### config.mk
export PLATFORM = sky130hd
export DESIGN_NAME = rs_input_conditioner
export DESIGN_NICKNAME = d
export VERILOG_FILES = /design/src/rtl/rs_input_conditioner_pkg.sv /design/src/rtl/rs_input_conditioner_debounce_channel.sv /design/src/rtl/rs_input_conditioner.sv
export VERILOG_INCLUDE_DIRS = /design/src /design/src/rtl
export SDC_FILE = /design/constraint.sdc
export NUM_CORES = 1
export LEC_CHECK = 0
export BUFFER_PORTS_ARGS = -buffer_cell sky130_fd_sc_hd__buf_2
export CAP_MARGIN = 20
export CORE_MARGIN = 2
export CORE_UTILIZATION = 46
export DETAILED_ROUTE_END_ITERATION = 7
export PLACE_DENSITY = 0.67
export SETUP_SLACK_MARGIN = 0.05
export SKIP_CTS_REPAIR_TIMING = 1
export SYNTH_ARGS = -nofsm -noshare
export SYNTH_HDL_FRONTEND = slang
export SYNTH_SLANG_ARGS = --single-unit
### constraint.sdc
create_clock -name CLK -period 1.2 [get_ports CLK]
set_input_delay 0.3 -clock CLK [delete_from_list [all_inputs] [get_ports CLK]]
set_output_delay 0.3 -clock CLK [all_outputs]
set_load 0.01 [all_outputs]
### src/rtl/rs_input_conditioner_defs.svh
// Shared defaults for the MINI pushbutton input blocks.
// Guarded so several blocks (and their packages) can pull it in.
`ifndef RS_INPUT_CONDITIONER_DEFS_SVH
`define RS_INPUT_CONDITIONER_DEFS_SVH

`define MINI_DEBOUNCE_CYCLES 16
`define MINI_SYNC_STAGES     2

`endif

### src/rtl/rs_input_conditioner_pkg.sv
// Package for rs_input_conditioner: default parameters, channel indices and
// the command struct/priority function used by the top level.
`include "rs_input_conditioner_defs.svh"

package rs_input_conditioner_pkg;

  localparam int DEF_DEBOUNCE_CYCLES = `MINI_DEBOUNCE_CYCLES;
  localparam int DEF_SYNC_STAGES     = `MINI_SYNC_STAGES;

  // Channel slots in the packed per-channel vectors.
  localparam int NUM_CH = 2;
  localparam int CH_SET = 0;
  localparam int CH_RST = 1;

  typedef struct packed {
    logic s;
    logic r;
    logic conflict;
  } cmd_t;

  // Reset wins: a set rise is dropped (and flagged) whenever reset's
  // debounced level is high on the same edge.
  function automatic cmd_t cmd_next(input logic s_rise, input logic r_rise,
                                    input logic r_db_next);
    cmd_t c;
    c.r        = r_rise;
    c.s        = s_rise & ~r_db_next;
    c.conflict = s_rise &  r_db_next;
    return c;
  endfunction

endpackage

### src/rtl/rs_input_conditioner_debounce_channel.sv
// debounce_channel: one pushbutton channel.
//   raw -> SYNC_STAGES flop synchroniser -> counter debouncer -> db.
// Ports:
//   clk     in   system clock
//   rst     in   synchronous active-high reset
//   raw     in   asynchronous raw button
//   db      out  debounced level (registered)
//   db_next out  value db takes at the next edge (for edge detection upstream)
module debounce_channel
  import rs_input_conditioner_pkg::*;
#(
  parameter int DEBOUNCE_CYCLES = DEF_DEBOUNCE_CYCLES,
  parameter int SYNC_STAGES     = DEF_SYNC_STAGES
) (
  input  logic clk,
  input  logic rst,
  input  logic raw,
  output logic db,
  output logic db_next
);

  localparam int CNT_W = $clog2(DEBOUNCE_CYCLES);
  localparam logic [CNT_W-1:0] CNT_LAST = CNT_W'(DEBOUNCE_CYCLES - 1);

  logic [SYNC_STAGES-1:0] sync_q;
  logic                   sync;
  logic [CNT_W-1:0]       cnt, cnt_next;

  assign sync = sync_q[SYNC_STAGES-1];

  // Any cycle where sync agrees with db restarts the count, so only a run of
  // DEBOUNCE_CYCLES disagreeing samples moves db. The counter never passes
  // CNT_LAST: it is cleared on the same edge db flips.
  always_comb begin
    db_next  = db;
    cnt_next = '0;
    if (sync != db) begin
      if (cnt == CNT_LAST) db_next  = sync;
      else                 cnt_next = cnt + CNT_W'(1);
    end
  end

  always_ff @(posedge clk) begin
    if (rst) begin
      sync_q <= '0;
      cnt    <= '0;
      db     <= 1'b0;
    end else begin
      sync_q <= {sync_q[SYNC_STAGES-2:0], raw};
      cnt    <= cnt_next;
      db     <= db_next;
    end
  end

endmodule

### src/rtl/rs_input_conditioner.sv
// rs_input_conditioner: turns two bouncy buttons into clean one-cycle
// set/reset commands for the RSLatch, never asserting S and R together.
// Ports:
//   CLK      in   system clock
//   RST      in   synchronous active-high reset
//   S_RAW    in   raw set button (async)
//   R_RAW    in   raw reset button (async)
//   S        out  one-cycle set command
//   R        out  one-cycle reset command
//   S_DB     out  debounced set level
//   R_DB     out  debounced reset level
//   CONFLICT out  one-cycle flag: set command suppressed by reset priority
module rs_input_conditioner
  import rs_input_conditioner_pkg::*;
#(
  parameter int DEBOUNCE_CYCLES = DEF_DEBOUNCE_CYCLES,
  parameter int SYNC_STAGES     = DEF_SYNC_STAGES
) (
  input  logic CLK,
  input  logic RST,
  input  logic S_RAW,
  input  logic R_RAW,
  output logic S,
  output logic R,
  output logic S_DB,
  output logic R_DB,
  output logic CONFLICT
);

  logic [NUM_CH-1:0] raw_v, db_v, db_nx_v;
  logic              s_rise, r_rise;
  cmd_t              cmd;

  assign raw_v[CH_SET] = S_RAW;
  assign raw_v[CH_RST] = R_RAW;

  for (genvar i = 0; i < NUM_CH; i++) begin : g_ch
    debounce_channel #(
      .DEBOUNCE_CYCLES (DEBOUNCE_CYCLES),
      .SYNC_STAGES     (SYNC_STAGES)
    ) u_ch (
      .clk     (CLK),
      .rst     (RST),
      .raw     (raw_v[i]),
      .db      (db_v[i]),
      .db_next (db_nx_v[i])
    );
  end

  assign S_DB = db_v[CH_SET];
  assign R_DB = db_v[CH_RST];

  // Rises are taken from next-state values so the registered pulse lines up
  // with the first cycle the debounced level reads 1.
  assign s_rise = db_nx_v[CH_SET] & ~db_v[CH_SET];
  assign r_rise = db_nx_v[CH_RST] & ~db_v[CH_RST];
  assign cmd    = cmd_next(s_rise, r_rise, db_nx_v[CH_RST]);

  always_ff @(posedge CLK) begin
    if (RST) begin
      S        <= 1'b0;
      R        <= 1'b0;
      CONFLICT <= 1'b0;
    end else begin
      S        <= cmd.s;
      R        <= cmd.r;
      CONFLICT <= cmd.conflict;
    end
  end

endmodule
==> metrics.txt <==
Worst EP arrival 1.37 ns; Die Wd 40.4 µm; Mapped Cells 54; vias in the first global route 334; Root Driver clkbuf_4; antenna cells 0; wire length on met1 449 µm; met3 wire length approximately 53 µm; port buffer count 8; final worst setup slack 0.0201 ns; grt ovf 0; Starting DRT DRC Count 4; synthesized area per cell about 11 µm²; final std cells w/o fill 83; Inst Count DP 79; Leakage 0.000343 µW; WL met2 373 µm; Worst Path Required 1.39 ns; WL final 890 µm; RSZ-0062 raised after global routing true; Worst Clk Skew 0.00258 ns; FF+latch count, synth 17; Vias between 300 and 400; placed cell areas 687 µm²; die area 1630 µm²; post-synth net total 60; final hold slack between 0.2 and 0.25 ns; Detail Route Antenna Nets 0; Area Overhead vs Synth 23.3%; pre-CTS setup slack -0.0327 ns; endpoints failing hold 0; drt first pass iters 4; Yosys Warn Count 0; max-cap viol count 0; initial antenna violation count 0; first-pass GRT wire length 1.26 mm; unique cell type count in the Yosys netlist 17; Critical Path Source Type flip-flop; Async SR Flop Fraction 0%; post-synthesis sequential area ratio between 50% and 60%; Final setup viols 0; total global-route track usage 12.3%; Clock Sinks 17; final core utilization 59.1%; Clock Latency Late Sink 0.27 ns; VDD IR max 0.674 mV; Slew Viols, Final 0; Tmin final approximately 1.2 ns; Mapped Area around 610 µm²; worst slew pin tran 0.241 ns; max layer used met4; share of cells above drive strength 1 33.8%; crit-path max FO 4; CTS Buf Count 3; H-tree depth 1; Fillers 115; RePlAce Congestion just over 0.7; number of remaining DRC errors 0; final instance area 749 µm²; Starting Density between 40% and 50%; Max Freq 847 MHz; Slew HR 83.9%; clk buf depth 2; Chip Height ~40 µm; Critical Path End Type flip-flop; Post-synth EDFFs 0; fin nets 75; Avg WL per Cell 10.7 µm; kind of critical path flip-flop to flip-flop; Power Dens Cells 1190 nW/µm²; outcome completed; number of I/O pins 9; Primary FF master, synth dfxtp_1; CTS tree done; Clock transition at path regs 0.09 ns; largest net degree at the start of global routing 14; Via density 4.55; fin crit share between 90% and 100%; row cnt 13; HP Class input port to flip-flop; dpl hpwl 610 µm; Placeable Area between 1000 and 1500 µm²
-- stage by stage --
stage                     power [µW]  TNS (ns)
final                            894         0
after CTS                        906   -0.0485
after floorplan                  607         0
after detailed placement         618   -0.0327
after global routing             936  -0.00800
after global placement           617         0
-- power by group --
group / internal, µW / switching, µW / total, µW
Combinational: 14.1 / 14.4 / 28.5
Sequential: 572 / 5.26 / 577
Clock: 129 / 160 / 289
Total: 715 / 180 / 894
-- layout by cell type, fill, tap and decap left out, drive strengths merged --
| cell | n |
|---|---|
| nor3 | 1 |
| buf | 11 |
| nor2 | 8 |
| clkbuf | 4 |
| nand2b | 1 |
| dfxtp | 17 |
| xor2 | 6 |
| and3b | 2 |
| nand3 | 4 |
| nor4 | 1 |
| ha | 2 |
| inv | 2 |
| nor4b | 1 |
| mux2i | 2 |
| nand3b | 2 |
| nor2b | 4 |
-- routing by layer --
layer / GRT usage (%) / up-vias
li1: - / 206
met1: 13.7 / 164
met2: 18.7 / 6
met3: 6.11 / 2
met4: 7.50 / 0
met5: 0 / -
-- cells in the mapped netlist, types with 2 or more instances --
| master | number | area, µm² |
|---|---|---|
| and3b_1 | 2 | 17.5 |
| dfxtp_1 | 17 | 340 |
| ha_1 | 2 | 25.0 |
| inv_1 | 2 | 7.51 |
| nand3_1 | 3 | 15.0 |
| nand3b_1 | 2 | 15.0 |
| nor2_1 | 8 | 30.0 |
| nor2b_1 | 4 | 25.0 |
| xor2_1 | 6 | 52.6 |
-- cell families after synthesis --
| kind of cell | Yosys count | share of synthesized area [%] |
|---|---|---|
| xor+xnor | 6 | 8.64 |
| fa+ha+maj | 2 | 4.11 |
| buf+inv | 3 | 2.06 |
| flops | 17 | 56.0 |
| mux | 2 | 3.91 |
| simple gates | 24 | 25.3 |
-- state kept, by name, indices dropped and copies added (netlist names) --
signal / count
CONFLICT: 1
g_ch.u_ch.sync_q: 4
g_ch.u_ch.db: 2
S: 1
R: 1
g_ch.u_ch.cnt: 8
-- worst max-delay path, stage by stage (launching register included) --
cell and delay [ns]:
dfxtp_2 0.35, ha_4 0.17, nand3_4 0.10, mux2i_4 0.27, nor4b_4 0.22
-- area by class of cell --
| type | instances | area, µm² | area share [%] |
|---|---|---|---|
| repair buffers | 11 | 62.6 | 8.35 |
| inverters | 2 | 7.51 | 1.00 |
| multi-input cells | 34 | 289 | 38.6 |
| well taps | 15 | 18.8 | 2.50 |
| clock buffers | 4 | 26.3 | 3.51 |
| flip-flops and latches | 17 | 345 | 46.1 |
-- worst paths after layout --
kind,slack (ns),endpoint,cells past startpoint,startpoint
min reg2reg,0.45,g_ch[0].u_ch.sync_q[1],1,g_ch[0].u_ch.sync_q[0]
min,0.23,g_ch[1].u_ch.sync_q[0],2,R_RAW
max reg2reg,0.02,S,4,g_ch[1].u_ch.cnt[0]
max,0.02,S,4,g_ch[1].u_ch.cnt[0]
Note: power is estimated with default switching activity, not from simulation.
